--- config.mk ---
export PLATFORM = sky130hd
export DESIGN_NAME = effect_avl_slave
export DESIGN_NICKNAME = d
export VERILOG_FILES = /design/src/rtl/effect_avl_slave.sv
export SDC_FILE = /design/constraint.sdc
export NUM_CORES = 1
export LEC_CHECK = 0
export CORE_UTILIZATION = 54
export CTS_BUF_LIST = sky130_fd_sc_hd__clkbuf_4
export CTS_CLUSTER_SIZE = 12
export DETAILED_ROUTE_END_ITERATION = 8
export PLACE_DENSITY_LB_ADDON = 0.15
export SETUP_SLACK_MARGIN = 0.3
export SKIP_LAST_GASP = 1
export SYNTH_ARGS = -nofsm -noshare
export SYNTH_HDL_FRONTEND = slang
export SYNTH_SLANG_ARGS = --single-unit
--- constraint.sdc ---
create_clock -name clk -period 4.7 [get_ports clk]
set_input_delay 0.47 -clock clk [delete_from_list [all_inputs] [get_ports clk]]
set_output_delay 0.47 -clock clk [all_outputs]
set_load 0.005 [all_outputs]
--- src/rtl/effect_avl_slave.sv ---
// Avalon-MM slave for the distortion effect: parameter registers plus
// show-ahead sample FIFOs to and from the effect core.
module effect_avl_slave #(
    parameter int DATA_W     = 32,
    parameter int FIFO_DEPTH = 8,
    parameter int LVL_W      = $clog2(FIFO_DEPTH) + 1
) (
    input  logic              clk,
    input  logic              reset,
    input  logic [4:0]        avs_address,
    input  logic              avs_read,
    input  logic              avs_write,
    input  logic [DATA_W-1:0] avs_writedata,
    output logic [DATA_W-1:0] avs_readdata,
    output logic              avs_readdatavalid,
    output logic [DATA_W-1:0] distortion_gain,
    output logic [DATA_W-1:0] distortion_boost,
    output logic              bypass,
    output logic [DATA_W-1:0] smp_in_data,
    output logic              smp_in_valid,
    input  logic              smp_in_ready,
    input  logic [DATA_W-1:0] smp_out_data,
    input  logic              smp_out_valid,
    output logic              smp_out_ready
);

    localparam int PTR_W = $clog2(FIFO_DEPTH);
    localparam logic [LVL_W-1:0] FULL_LVL = LVL_W'(FIFO_DEPTH);

    logic wr_en, rd_en;
    logic a_gain, a_boost, a_stat, a_out, a_in;

    assign wr_en   = avs_write;
    assign rd_en   = avs_read && !avs_write;
    assign a_gain  = avs_address == 5'h01;
    assign a_boost = avs_address == 5'h02;
    assign a_stat  = avs_address == 5'h03;
    assign a_out   = avs_address == 5'h05;
    assign a_in    = avs_address == 5'h06;

    logic [DATA_W-1:0] in_mem [FIFO_DEPTH];
    logic [PTR_W-1:0]  in_wp, in_rp;
    logic [LVL_W-1:0]  in_lvl;
    logic in_full, in_empty, in_push, in_pop, in_ovf_set;

    logic [DATA_W-1:0] out_mem [FIFO_DEPTH];
    logic [PTR_W-1:0]  out_wp, out_rp;
    logic [LVL_W-1:0]  out_lvl;
    logic out_full, out_empty, out_push, out_pop, out_udf_set;

    logic in_ovf, out_udf;

    assign in_full      = in_lvl == FULL_LVL;
    assign in_empty     = in_lvl == '0;
    assign smp_in_valid = reset && !in_empty;
    assign smp_in_data  = in_mem[in_rp];
    assign in_pop       = smp_in_valid && smp_in_ready;
    // a full FIFO drops the write even if the core frees a slot this cycle
    assign in_push      = wr_en && a_in && !in_full;
    assign in_ovf_set   = wr_en && a_in && in_full;

    assign out_full      = out_lvl == FULL_LVL;
    assign out_empty     = out_lvl == '0;
    assign smp_out_ready = reset && !out_full;
    assign out_push      = smp_out_valid && smp_out_ready;
    assign out_pop       = rd_en && a_out && !out_empty;
    assign out_udf_set   = rd_en && a_out && out_empty;

    always_ff @(posedge clk) begin
        if (in_push) in_mem[in_wp] <= avs_writedata;
        if (out_push) out_mem[out_wp] <= smp_out_data;
    end

    always_ff @(posedge clk) begin
        if (!reset) begin
            in_wp   <= '0;
            in_rp   <= '0;
            in_lvl  <= '0;
            out_wp  <= '0;
            out_rp  <= '0;
            out_lvl <= '0;
        end else begin
            if (in_push) in_wp <= in_wp + PTR_W'(1);
            if (in_pop) in_rp <= in_rp + PTR_W'(1);
            if (in_push && !in_pop) in_lvl <= in_lvl + LVL_W'(1);
            if (!in_push && in_pop) in_lvl <= in_lvl - LVL_W'(1);
            if (out_push) out_wp <= out_wp + PTR_W'(1);
            if (out_pop) out_rp <= out_rp + PTR_W'(1);
            if (out_push && !out_pop) out_lvl <= out_lvl + LVL_W'(1);
            if (!out_push && out_pop) out_lvl <= out_lvl - LVL_W'(1);
        end
    end

    logic stat_wr;
    assign stat_wr = wr_en && a_stat;

    always_ff @(posedge clk) begin
        if (!reset) begin
            distortion_gain  <= '0;
            distortion_boost <= '0;
            bypass           <= 1'b0;
            in_ovf           <= 1'b0;
            out_udf          <= 1'b0;
        end else begin
            if (wr_en && a_gain) distortion_gain <= avs_writedata;
            if (wr_en && a_boost) distortion_boost <= avs_writedata;
            if (stat_wr) bypass <= avs_writedata[0];
            in_ovf  <= in_ovf_set
                     | (in_ovf & !(stat_wr && avs_writedata[4]));
            out_udf <= out_udf_set
                     | (out_udf & !(stat_wr && avs_writedata[3]));
        end
    end

    logic [DATA_W-1:0] status, rd_mux;

    always_comb begin
        status                 = '0;
        status[0]              = bypass;
        status[1]              = in_full;
        status[2]              = in_empty;
        status[3]              = out_udf;
        status[4]              = in_ovf;
        status[8 +: LVL_W]     = in_lvl;
        status[16 +: LVL_W]    = out_lvl;
        rd_mux                 = '0;
        unique case (1'b1)
            a_gain:  rd_mux = distortion_gain;
            a_boost: rd_mux = distortion_boost;
            a_stat:  rd_mux = status;
            a_out:   rd_mux = out_empty ? '0 : out_mem[out_rp];
            default: rd_mux = '0;
        endcase
    end

    always_ff @(posedge clk) begin
        if (!reset) begin
            avs_readdata      <= '0;
            avs_readdatavalid <= 1'b0;
        end else begin
            avs_readdatavalid <= rd_en;
            if (rd_en) avs_readdata <= rd_mux;
        end
    end

endmodule

==> impl_summary.md <==
Status
The run finished with clean final reports.

Cells and area
The library cell used most frequently in the layout, excluding fill and tap cells, is edfxtp_1. The top cell types in the final layout, fill and taps aside, are edfxtp_1, clkbuf_4, clkdlybuf4s50_1. In the final layout, the share of cells above drive strength 1 is 0.263. Relative to the synthesized area, the layout overhead comes to 19.5%. The number of nets at the end of the flow is 1,800.

Timing
In the final timing run, aggregate negative setup slack is 0 ns. The actual slew at the worst max-slew pin is 0.949 ns. Setup slack closes at 1.08 ns. The count of final hold-check violations is 0.

The setup-violating endpoint count in the final report is 0. The final worst-path cycle share is 0.770. Based on the critical path, the design can be clocked at up to 276 MHz. The number of slew-limit violations in the final report is 0. Measured against its own limit, the worst slew margin works out to 0.367. Setup repair after global routing left no endpoint under its margin. The minimum clock period after layout is 3.62 ns.

The worst clock skew is 0.0358 ns.

Pwr
The leakage power of the design is 9.52 nW. The maximum resistive drop on vdd is 223 uV. Dividing total power by cell area gives a power density of 381 nW/um2.

Critical path
Setup slack on the worst reg-to-reg path comes out at 1.70 ns. The number of cells on the worst reg-to-reg path is 9. The critical path arrival is 3.15 ns. The worst register-to-register path ends at in_lvl[2]. The kind of cell adding the most delay to the critical path is multiplexers. The kind of critical path is reg2out. The peak per-stage delay on the critical path is 0.57 ns.

Walking the worst path, the cells encountered are buf_12 -> mux4_2 -> mux2_2 -> clkdlybuf4s50_1. In this run the worst setup path terminates at smp_in_data[31]. The endpoint kind of the worst setup timing path is an output port.

The type of element launching the critical path is a register. The cell depth of the worst setup path is 4. Data on the critical path is required at its endpoint by 4.23 ns. The largest fanout of any net on the critical path is 50. The slowest cell on the critical path is mux4_2. The buffers plus inverters on the worst setup path is 2. The startpoint of the worst-slack reg-to-reg timing path is in_lvl[1].

GRT
The global-route wire length before repair is 84,400 um. The number of antenna violations at the first check in global routing is 5. The via count of the first global-routing pass was 14,143.

The combined global-route utilization of all metal layers is 0.245. The total overflow left after global routing is 0. The maximum number of pins on one net before global-route repair is 87.

Detailed routing
The final route contains 13,981 vias. The pre-antenna-repair detailed-routing pass consisted of 5 iterations. Once detail routing completed, the nets flagged for antenna violations numbered 0. The detailed-route vias per instance is 5.75. The total wirelength of the detailed-routed design is 55,800 um. After detailed routing, the average wire length per cell comes to 22.9 um. In the routed design, unresolved DRC markers number 0. The detailed router finished its first iteration with 1,204 violations.

Synthesis
The number of nets in the synthesized netlist is 1,487. The mean instance size in the synthesized netlist is 17.6 um2. After synthesis, the cell types taking the most area are edfxtp_1, dfxtp_1, mux4_2. The number of distinct library cell variants in the gate-level netlist after synthesis is 44. The number of enable flip-flop cells after synthesis is 512. The post-synthesis xor/xnor area fraction is 0.00320.

The post-synthesis compound-gate area fraction is 0.0449. The simple-gate share of the synthesized area is 0.0466. Yosys printed 0 warnings. The combined area of all synthesized cells is 24,600 um2.

Counting every instance in the synthesized netlist gives 1,402. The area share of the leading cell type in the synthesized netlist is 0.624. The dominant synthesized flop cell is edfxtp_1.

The largest area contributor in the netlist is edfxtp_1. By area, the combinational part of the netlist is dominated by multiplexers. The share of the Yosys chip area taken by registers is 0.726.

The multiplexer share of the synthesized area is 0.154. The register bit count reported by yosys is 638. The share of flip-flops with an asynchronous set or reset after synthesis is 0. Of the total synthesized cell area, the portion taken by full adders, half adders and majority gates is 0.00508.

CTS
The clock reaches the later pin of the worst-skew pair after 0.85 ns. The maximum buffer depth of the clock tree is 3. After clock tree synthesis, the repair step resized 0 gates. The clock transition at the registers of the reported paths is 0.06 ns. For this design, the CTS-stage hold fixing added 0 buffers. The master cell of the clock root buffer is clkbuf_4. The post-CTS setup buffer count is 0. The CTS tree is built. The number of sinks on the clock net is 638. The depth of the CTS H-tree is 4. In this run, CTS created clock tree buffers numbering 159.

Place
Buffers placed on the I/O ports in this run total 206. Summed over all nets, the half-perimeter wirelength after detailed placement is 34,200 um. The final estimated routing congestion in global placement is 0.879. OpenSTA, run right after detailed placement, puts the worst setup slack at 1.18 ns.

Run
Across the run, the number of max-cap violations was 0.

Floorplan
The die is 216 um tall. Row generation in the floorplan step produced 77 rows. The die extent in x is 216 um. The top-level port count is 207. The initial cell density of the core is 0.552.

The area of the core is 44,600 um2. The overall die area is 46,500 um2.

Hold path
The tightest min-delay check is of the in2reg type.
-- per-stage QoR --
stage	cell area [um2]	total power [mW]	hold slack (ns)	std cells	utilization
4_1_cts	29400	11.3	0.260	2430	0.660
3_5_place_dp	27300	6.64	0.456	2146	0.613
6_report	29500	11.2	0.353	2431	0.660
5_1_grt	29500	11.7	0.321	2431	0.660
2_1_floorplan	24600	6.41	0.427	1402	-
3_3_place_gp	27300	6.63	0.451	2146	0.613
-- worst min-delay path by stage --
stage,from,endpoint,slack (ns),cells past startpoint
2_1_floorplan,in_rp[2],register,0.43,1
4_1_cts,smp_out_data[23],out_mem[0][23],0.26,1
6_report,smp_out_data[17],out_mem[5][17],0.35,1
5_1_grt,smp_out_data[27],out_mem[1][27],0.32,1
3_5_place_dp,in_rp[2],register,0.46,1
3_3_place_gp,in_rp[2],in_rp[2],0.45,1
-- state kept, by name (all words and copies together), names as in the netlist, 4 cells and up, named ones only --
name and cells:
avs_readdata 32, out_lvl 4, distortion_boost 32, distortion_gain 32, in_lvl 4, out_mem 256, in_mem 256
-- cells by family after synthesis --
kind of cell | Yosys count
and+or+nand+nor | 256
buffers and inverters | 94
adders and majority gates | 10
AOI/OAI and AO/OA | 195
muxes | 200
xor gates and xnor gates | 9
DFF | 638
-- worst reg2reg max path, delay by kind of cell (launching register included) --
family | cells | cell delay, ns
AOI/OAI and AO/OA | 2 | 0.18
xor gates and xnor gates | 2 | 0.34
adders and majority gates | 2 | 0.51
DFF | 1 | 0.40
and+or+nand+nor | 3 | 1.47
-- cell usage after synthesis (13+ instances only) --
library cell  count
mux2_2           64
clkbuf_1         39
a31oi_1          14
edfxtp_1        512
nor2_1           25
buf_2            25
mux4_1           27
a21oi_1         105
a221oi_1         19
mux4_2          101
o21ai_0          41
a22oi_1          13
nand2_1         174
dfxtp_1         126
-- cell type report --
cell class	instances	area, um2
tap	592	741
clock inverter	43	303
timing repair buffer	239	2330
antenna	1	2.50
inverter	7	26.3
fill	3132	15200
multi-input combinational	670	6330
sequential	638	17900
clock buffer	241	1810
-- layer usage --
| metal | global-route usage | wire length (um) | share of wire | vias to the layer above |
|---|---|---|---|---|
| li1 | - | - | - | 6279 |
| met1 | 0.332 | 23200 | 0.42 | 7060 |
| met2 | 0.377 | 26700 | 0.48 | 537 |
| met3 | 0.0603 | 4040 | 0.072 | 97 |
| met4 | 0.113 | 1750 | 0.031 | 8 |
| met5 | 0 | 55 | 0.00099 | - |
-- power by group --
| group | internal, mW | total (mW) | switching [mW] |
|---|---|---|---|
| clock network | 2.61 | 4.71 | 2.10 |
| registers | 6.14 | 6.17 | 0.0287 |
| logic | 0.155 | 0.354 | 0.199 |
Power figures use the tool's default switching activity.
